==> src/rtl/sn_width_adapter_pkg.sv <==
// -----------------------------------------------------------------------------
// sn_width_adapter_pkg
// Shared helpers for the snooper datapath blocks:
//   sn_clog2     - ceiling log2, usable in constant (parameter) expressions
//   sn_byte_cnt  - converts a narrow-word valid-byte count at a given lane into
//                  the valid-byte count of the wide word, modulo the wide-word
//                  byte count (0 = all bytes valid)
// -----------------------------------------------------------------------------
package sn_width_adapter_pkg;

   function automatic int sn_clog2(input int value);
      int r;
      r = 0;
      for (int i = 0; i < 32; i++) begin
         if ((1 << r) < value) r = r + 1;
      end
      return r;
   endfunction

   // A narrow count of 0 means the whole narrow word is valid. The result wraps
   // so that a completely full wide word is reported as 0.
   function automatic int sn_byte_cnt(input int lane,
                                      input int inc,
                                      input int in_bytes,
                                      input int out_bytes);
      int nb;
      nb = (inc == 0) ? in_bytes : inc;
      return (lane * in_bytes + nb) % out_bytes;
   endfunction

endpackage

==> src/rtl/sn_width_adapter.sv <==
// -----------------------------------------------------------------------------
// sn_width_adapter
// Packs narrow snooper writes (IN_WIDTH) into wide packet-memory writes
// (OUT_WIDTH), big-endian: lane 0 lands in the MSBs of the wide word. A wide
// write is emitted one cycle after the last lane is written or on in_done,
// whichever comes first. All outputs are registered; there is no back-pressure.
//
// Ports
//   clk          in   sole clock, rising edge
//   rst          in   asynchronous active-high reset
//   in_addr      in   snooper word address (upper bits = wide word, low = lane)
//   in_wr_data   in   snooper data word, byte 0 in MSBs
//   in_wr_en     in   in_wr_data valid
//   in_byte_inc  in   valid bytes in the narrow word (0 = all)
//   in_done      in   end-of-packet pulse
//   out_addr     out  packet-memory word address
//   out_wr_data  out  assembled wide word
//   out_wr_en    out  single-cycle write strobe
//   out_byte_inc out  valid bytes in the wide word (0 = all)
//   out_done     out  end-of-packet pulse, one cycle after in_done
// -----------------------------------------------------------------------------
module sn_width_adapter
   import sn_width_adapter_pkg::*;
#(
   parameter int OUT_WIDTH      = 64,
   parameter int IN_WIDTH       = 32,
   parameter int OUT_ADDR_WIDTH = 9,
   parameter int IN_ADDR_WIDTH  = 10,
   localparam int OUT_INC_WIDTH = sn_clog2(OUT_WIDTH / 8),
   localparam int IN_INC_WIDTH  = sn_clog2(IN_WIDTH / 8)
) (
   input  logic                      clk,
   input  logic                      rst,
   input  logic [IN_ADDR_WIDTH-1:0]  in_addr,
   input  logic [IN_WIDTH-1:0]       in_wr_data,
   input  logic                      in_wr_en,
   input  logic [IN_INC_WIDTH-1:0]   in_byte_inc,
   input  logic                      in_done,
   output logic [OUT_ADDR_WIDTH-1:0] out_addr,
   output logic [OUT_WIDTH-1:0]      out_wr_data,
   output logic                      out_wr_en,
   output logic [OUT_INC_WIDTH-1:0]  out_byte_inc,
   output logic                      out_done
);

   localparam int R          = OUT_WIDTH / IN_WIDTH;
   localparam int LANE_W     = sn_clog2(R);
   localparam int LANE_SEL_W = (LANE_W > 0) ? LANE_W : 1;
   localparam int IN_BYTES   = IN_WIDTH / 8;
   localparam int OUT_BYTES  = OUT_WIDTH / 8;

   logic [LANE_SEL_W-1:0]     lane;
   logic [OUT_ADDR_WIDTH-1:0] word;

   // With R=1 there is no lane field and the address passes straight through.
   generate
      if (LANE_W == 0) begin : g_pass
         assign lane = '0;
         assign word = in_addr;
      end else begin : g_lanes
         assign lane = in_addr[LANE_W-1:0];
         assign word = in_addr[IN_ADDR_WIDTH-1:LANE_W];
      end
   endgenerate

   // Partial-word holding state: data, owning wide address and the byte count
   // of the most recently written lane (used if in_done arrives on its own).
   logic [OUT_WIDTH-1:0]      hold_p0;
   logic                      pend_p0;
   logic [OUT_ADDR_WIDTH-1:0] pend_addr_p0;
   logic [OUT_INC_WIDTH-1:0]  pend_cnt_p0;

   logic [OUT_WIDTH-1:0]      merged;
   logic [OUT_INC_WIDTH-1:0]  wr_cnt;
   logic                      lane_last;

   always_comb begin
      // Lane 0 starts a fresh word, so stale lanes are dropped rather than merged.
      merged = (lane == '0) ? '0 : hold_p0;
      for (int l = 0; l < R; l++) begin
         if (int'(lane) == l) merged[OUT_WIDTH-1-l*IN_WIDTH -: IN_WIDTH] = in_wr_data;
      end
      wr_cnt    = OUT_INC_WIDTH'(sn_byte_cnt(int'(lane), int'(in_byte_inc), IN_BYTES, OUT_BYTES));
      lane_last = (int'(lane) == R - 1);
   end

   // ---- stage boundary: input -> registered output ----
   always_ff @(posedge clk or posedge rst) begin
      if (rst) begin
         hold_p0      <= '0;
         pend_p0      <= 1'b0;
         pend_addr_p0 <= '0;
         pend_cnt_p0  <= '0;
         out_addr     <= '0;
         out_wr_data  <= '0;
         out_wr_en    <= 1'b0;
         out_byte_inc <= '0;
         out_done     <= 1'b0;
      end else begin
         out_wr_en <= 1'b0;
         out_done  <= in_done;
         if (in_wr_en) begin
            if (lane_last || in_done) begin
               out_wr_en    <= 1'b1;
               out_addr     <= word;
               out_wr_data  <= merged;
               out_byte_inc <= wr_cnt;
               hold_p0      <= '0;
               pend_p0      <= 1'b0;
            end else begin
               hold_p0      <= merged;
               pend_p0      <= 1'b1;
               pend_addr_p0 <= word;
               pend_cnt_p0  <= wr_cnt;
            end
         end else if (in_done && pend_p0) begin
            out_wr_en    <= 1'b1;
            out_addr     <= pend_addr_p0;
            out_wr_data  <= hold_p0;
            out_byte_inc <= pend_cnt_p0;
            hold_p0      <= '0;
            pend_p0      <= 1'b0;
         end
      end
   end

endmodule

==> config.mk <==
export PLATFORM = sky130hd
export DESIGN_NAME = sn_width_adapter
export DESIGN_NICKNAME = d
export VERILOG_FILES = /design/src/rtl/sn_width_adapter_pkg.sv /design/src/rtl/sn_width_adapter.sv
export SDC_FILE = /design/constraint.sdc
export NUM_CORES = 1
export LEC_CHECK = 0
export CAP_MARGIN = 0
export CORE_ASPECT_RATIO = 1.75
export CORE_MARGIN = 4
export CORE_UTILIZATION = 28
export CTS_CLUSTER_DIAMETER = 200
export DETAILED_ROUTE_END_ITERATION = 12
export HOLD_SLACK_MARGIN = 0.08
export RECOVER_POWER = 50
export SYNTH_ARGS = -nofsm -noshare
export SYNTH_HDL_FRONTEND = slang
export SYNTH_SLANG_ARGS = --single-unit
export TNS_END_PERCENT = 5
==> constraint.sdc <==
create_clock -name clk -period 8.4 [get_ports clk]
set_input_delay 1.68 -clock clk [delete_from_list [all_inputs] [get_ports clk]]
set_output_delay 1.68 -clock clk [all_outputs]
set_load 0.05 [all_outputs]
* Word level (Yosys, flattened, before mapping)
Index checks and enable logic that the tools add are counted.
** Cells by class
- Add/subtract/negate cells :: 1
- Div/mod/pow operators :: 0
- Equality and inequality tests :: 1
- Bitwise gates (word level) :: 1
- Reduce and logical (&&, ||, !) cells :: 6
- Shift operators :: 0
- $mul :: 0
- Magnitude comparators :: 0
- Muxes and demuxes :: 22
** Operator list (number)
- 2-to-1 mux 64 bit :: 7
- 2-to-1 mux 32 bit :: 2
- 2-to-1 mux 9 bit :: 3
- 2-to-1 mux 3 bit :: 4
- 2-to-1 mux 1 bit :: 6
- AND reduction 2 bit :: 2
- adder 3 bit :: 1
- zero test 2 bit :: 1
- != test 2 x 1 -> 1 bit, second input constant :: 1
- nonzero test 2 bit :: 1
- logical AND 1 bit :: 1
- logical OR 1 bit :: 1
- NOT 1 bit :: 1
** Word-level totals
- Bits in latches :: 0
- Output and inout bits :: 78
- Memory bits (read-only) :: 0
- Input port bits :: 48
- Flip-flop bits (word level) :: 155
- Word-level logic and storage cells :: 40
- Memories kept :: 0
- Bits in writable memories :: 0

* Depth between registers and ports, before layout
Gate-level depths: netlist of the first run.
- Depth in word-level cells :: 5
- Gate-level depth with buffers :: 6
- Gate-level depth less buffers :: 3

* Least setup slack after synthesis of the first run
No wires, ideal clock.
- Path type :: in2reg
- Start :: input port in_wr_en
- End :: register pend_addr_p0[0]
- Arrival time :: 2723 ps
- Buffers on the path :: 2
- Setup time :: 128 ps
- Required time :: 8272 ps
- Path slack :: 5550 ps
- Cell stages on the path :: 5
- Cell sequence :: buf_6 -> inv_2 -> nor3_4 -> buf_4 -> mux2_1
** On the way
- Longest elaborated chain between the ends :: 1
** Ends and longest elaborated chain
- start, declared :: line sn_width_adapter.sv:36 : input logic in_wr_en,
- AND reduction 2 bit (no source line)
- end signal, assigned :: line sn_width_adapter.sv:113 : pend_addr_p0 <= word;
- end, declared :: line sn_width_adapter.sv:70 : logic [OUT_ADDR_WIDTH-1:0] pend_addr_p0;
Every way passes these cells.
A chain may end at the register's enable or synchronous reset.

* Final worst setup path of the first run
- Start :: input port in_wr_en
- End :: register pend_addr_p0[5]
Same word-level chain as after synthesis.

==> qor.csv, run 1 <==
metric,value,unit
postRouteAntennaNets,0,
holdCritStartpoint,out_wr_data[31],
hold_viol,0,
drtIter0Drc,154,
cts_buffers,17,
n_antenna_cell,0,
dr.pass1.iters,4,
fin_crit,5.41,ns
yosysTopAreaCellShare,0.591,
setup_tns,0,ns
synth_nets,481,
area_growth,30.8,%
routedWlPerCell,18.3,µm
rsz0062_at_grt,no,
finalNetCount,594,
yosysTopAreaCell,dfrtp_1,
core,22900,µm²
ys_ff_latch,155,
tightest_slew,3.25,ns
cp.arrival,5.71,ns
ioPinCount,126,
fp.dieH,210,µm
status,"complete, but fails checks",
rr_worst_depth,4,
startpoint,in_wr_en,
vias,4028,
pre_cts_ws,3.48,ns
gr-total-overflow,0,
cts_hold_buf,0,
avgViaCountPerCell,4.69,
worstSkewPairLatency,0.43,ns
synth_cells,433,
path_class,in -> reg,
cts_root_buf,clkbuf_16,
critPathCaptureType,flip-flop,
io_buffers,125,
critPathMaxFanout,47,
ir_worst_vdd,0.000105,V
cts_setup_buffers,0,
synth_cell_types,23,
grt_max_degree,83,
setup_viol,0,
cts_resized,0,
antenna_found_initial,0,
layout.cells.non_filler,858,
synth.avg_cell_area,15.1,µm²
violations,"max-capacitance violations, max-slew violations",
worst_hold_path_type,reg -> reg,
clk_pin_slew_worst_paths,0.06,ns
rows,73,
min_period_over_period,0.645,
grt_first_pass_wirelength,25100,µm
slew_viol_final,127,
skew,0.0109,ns
clock_sinks,155,
relSlewSlack,-1.18,
holdPathStages,1,
tritoncts,built,
seq_area_frac_synth,0.591,
synth.area.top_cells,"dfrtp_1, mux2_2, a22o_1",
powerDensity,241,nW/µm²
start_kind,primary input,
r2r-start,pend_p0,
fin_ws,2.99,ns
htreeDepth,4,
placed_cells,827,
p_leak,4.00,nW
grt_pass1_vias,4552,
maxCapViolations,3,
mostFrequentLayoutCells,"dfrtp_1, mux2_2, dlygate4sd3_1",
fp.dieW,124,µm
drcViolationCount,0,
place.gp.congestion,0.719,
place_hpwl,10600,µm
clockBufferDepth,2,
max_freq,185,MHz
crit_required,8.70,ns
drive_gt1_frac,0.276,
die-area,26000,µm²
netlist_area,6560,µm²
start_util,0.286,
yosys_warnings,0,
layout_commonest_cell,dfrtp_1,
grt.total_usage,0.126,
drt-total-wl,15700,µm
[through the flow]
step           utilization  instance area (µm²)  hold WS (ns)  total power, mW
3_5_place_dp         0.349                 8000         0.476             1.33
5_1_grt              0.374                 8580         0.514             2.15
4_1_cts              0.375                 8590         0.491             2.11
3_3_place_gp         0.349                 8000         0.464             1.32
6_report             0.374                 8580         0.482             2.07
2_1_floorplan            -                 6560         0.454             1.17
[logic make-up (layout without fill, tap and decap cells)]
family,after synthesis,count (layout),synth area share
multiplexers,130,130,0.235
flip-flops,155,155,0.591
AND/OR/NAND/NOR,41,41,0.0464
buffers and inverters,39,164,0.0362
AO/OA/AOI/OAI,68,68,0.0914
[final timing paths]
path                                   end  slack, ns
setup / recovery           pend_addr_p0[5]       2.99
hold / removal             out_wr_data[31]       0.48
setup reg to reg           out_wr_data[16]       5.53
hold reg to reg            out_wr_data[31]       0.48
max in group asynchronous      out_addr[2]       3.60
min in group asynchronous  out_wr_data[43]       2.66
[synthesized netlist by cell type, drive strengths merged]
cell type / n
a21o: 1
a21oi: 1
a22o: 63
a32o: 1
and2: 2
buf: 20
clkbuf: 15
dfrtp: 155
inv: 4
mux2: 130
nand3: 2
nor2: 3
nor2b: 1
nor3: 1
nor3b: 32
o2111ai: 1
o21ai: 1
[registers in the layout (all words and copies together) (netlist names)]
register	count
hold_p0	64
out_addr	9
out_byte_inc	3
out_done	1
out_wr_data	64
out_wr_en	1
pend_addr_p0	9
pend_cnt_p0	3
pend_p0	1
[cell type report]
cell class                 instances  area, µm²
sequential                       155       3880
inverter                           4       16.3
tap                              300        375
multi-input combinational        239       2440
clock buffer                      20        447
clock inverter                    11        144
fill                            2136      14300
timing repair buffer             129       1280
[power by group]
group	leakage, nW	switching, mW	internal, mW	total (mW)
logic	1.66	0.277	0.166	0.443
registers	2.05	0.0381	0.814	0.852
clock network	0.290	0.300	0.473	0.772
total	4.00	0.615	1.45	2.07
[layer usage]
metal,up-vias,wire length (µm),track usage
li1,1826,-,-
met1,2108,6260,0.142
met2,77,8680,0.227
met3,17,530,0.0309
met4,0,240,0.0447
met5,-,0,0
[critical path: stages]
cell,delay [ns]
buf_2,0.08
buf_4,0.45
inv_1,0.71
nor3_1,1.77
buf_4,0.60
mux2_2,0.39
(Power assumes the default switching activity.)
==> run 2, diff against run 1 <==
clock period = 4.5 ns   (was 8.4 ns; I/O delays follow)
==> run 2 against run 1 <==
  * Sequential share of layout area shrank 0.59 points
  * First-iteration DRC count rose by 4.5%
  * The run still ends with max-capacitance violations, max-slew violations left
  * Combinational power is 95% higher
  * Critical endpoint is now out_byte_inc[2]
  * Clock skew is 0.0049 ns lower
  * Cell area up 1.3%
  * Global-route usage down 0.15 points
  * Routed wire length is 1.6% lower
  * Count of clock-buffer cells in the layout is 2 higher
  * Core utilization up 0.50 points
  * Via count is 1.5% higher
  * Flip-flop and latch count stayed put
  * Non-clock buffer count up 3
==> qor.csv, run 2 (same netlist as run 1, synthesis figures left out) <==
metric,value,unit
status,"complete, but fails checks",
violations,"max-capacitance violations, max-slew violations",
cts_hold_buf,0,
layout_commonest_cell,dfrtp_1,
tritoncts,built,
setup_viol,0,
fp.dieW,124,µm
grt.total_usage,0.125,
grt_first_pass_wirelength,24900,µm
drtIter0Drc,161,
start_kind,primary input,
r2r-start,pend_p0,
slowest_stage,and2_0,
postRouteAntennaNets,0,
fin_crit,3.19,ns
n_antenna_cell,0,
critPathMaxFanout,33,
mostFrequentLayoutCells,"dfrtp_1, clkdlybuf4s50_1, mux2_2",
drive_gt1_frac,0.279,
core,22900,µm²
cp.arrival,3.52,ns
drt-total-wl,15500,µm
dpl_cell_area,8060,µm²
rows,73,
grt_pass1_vias,4559,
cts_buffers,17,
cts_root_buf,clkbuf_16,
critPathCaptureType,flip-flop,
clockBufferDepth,2,
rr_worst_depth,3,
top_regs,"hold_p0: 64 flops, out_wr_data: 64 flops",
die-area,26000,µm²
avgViaCountPerCell,4.76,
finalNetCount,597,
drcViolationCount,0,
routedWlPerCell,18.0,µm
maxCapViolations,1,
hold_path_end,pend_addr_p0[1],
path_class,in -> reg,
grt_max_degree,94,
holdCritStartpoint,pend_addr_p0[1],
start_util,0.286,
slew_viol_final,34,
reg2reg_to,out_byte_inc[2],
antenna_found_initial,0,
ioPinCount,126,
hold_viol,0,
crit_required,4.84,ns
relSlewSlack,-0.375,
worstSkewPairLatency,0.42,ns
dr.pass1.iters,4,
fin_area,8690,µm²
place_hpwl,9880,µm
io_buffers,125,
fin_ws,1.31,ns
path_cells,dlygate4sd3_1 -> and2_0 -> nand3_1 -> o2111ai_1,
skew,0.00600,ns
area_growth,32.5,%
clk_pin_slew_worst_paths,0.06,ns
cts_resized,0,
cts_setup_buffers,0,
clock_sinks,155,
place.gp.congestion,0.740,
htreeDepth,4,
powerDensity,463,nW/µm²
tightest_slew,2.06,ns
vias,4090,
fp.dieH,210,µm
pre_cts_ws,1.59,ns
rsz0062_at_grt,no,
worst_hold_path_type,reg -> reg,
gr-total-overflow,0,
max_freq,314,MHz
p_leak,3.89,nW
min_period_over_period,0.709,
holdPathStages,1,
setup_tns,0,ns
ir_worst_vdd,0.000177,V
slowest_delay,1.58,ns
reg2reg_slack,2.12,ns
[run 2: per-layer routing]
metal / share of wire / up-vias / GRT usage
met4: 0.024 / 0 / 0.0581
li1: - / 1819 / -
met3: 0.040 / 24 / 0.0301
met2: 0.54 / 92 / 0.216
met1: 0.40 / 2155 / 0.142
met5: 0 / - / 0
[run 2: how the worst max path moves through the flow]
stage                                 end             from  cells after the start  slack (ns)
after global routing      out_byte_inc[2]          in_done                      4        1.20
after detailed placement  pend_addr_p0[7]         in_wr_en                      5        1.59
final                     out_byte_inc[2]          in_done                      4        1.31
after global placement    out_wr_data[37]       in_addr[0]                      5        1.64
after CTS                 out_wr_data[28]  out_wr_data[28]                      1        1.93
after floorplan                hold_p0[0]              rst                      1        1.64
[run 2: power breakdown]
part | total [mW] | internal, mW | switching, mW | leakage, nW
Clock | 1.57 | 1.03 | 0.541 | 0.314
Sequential | 1.59 | 1.52 | 0.0676 | 2.05
Combinational | 0.866 | 0.346 | 0.520 | 1.52
[run 2: worst max-delay path, delay by kind of cell]
kind,cells,cell delay [ns]
AOI/OAI and AO/OA,1,0.17
buffers and inverters,1,0.70
and+or+nand+nor,2,1.76
[run 2: stage by stage]
stage / power, mW / hold slack [ns] / cells / util
finish: 4.03 / 0.484 / 859 / 0.379
global route: 4.18 / 0.498 / 859 / 0.379
CTS: 4.10 / 0.489 / 859 / 0.380
detailed placement: 2.49 / 0.475 / 830 / 0.352
global placement: 2.48 / 0.463 / 830 / 0.352
floorplan: 2.18 / 0.454 / 433 / -
[run 2: final cells by class]
type                       count  area (µm²)
multi-input combinational    239        2440
clock inverter                 7         163
timing repair buffer         132        1330
clock buffer                  22         484
sequential                   155        3880
inverter                       4        16.3
tap                          300         375
fill                        2189       14200
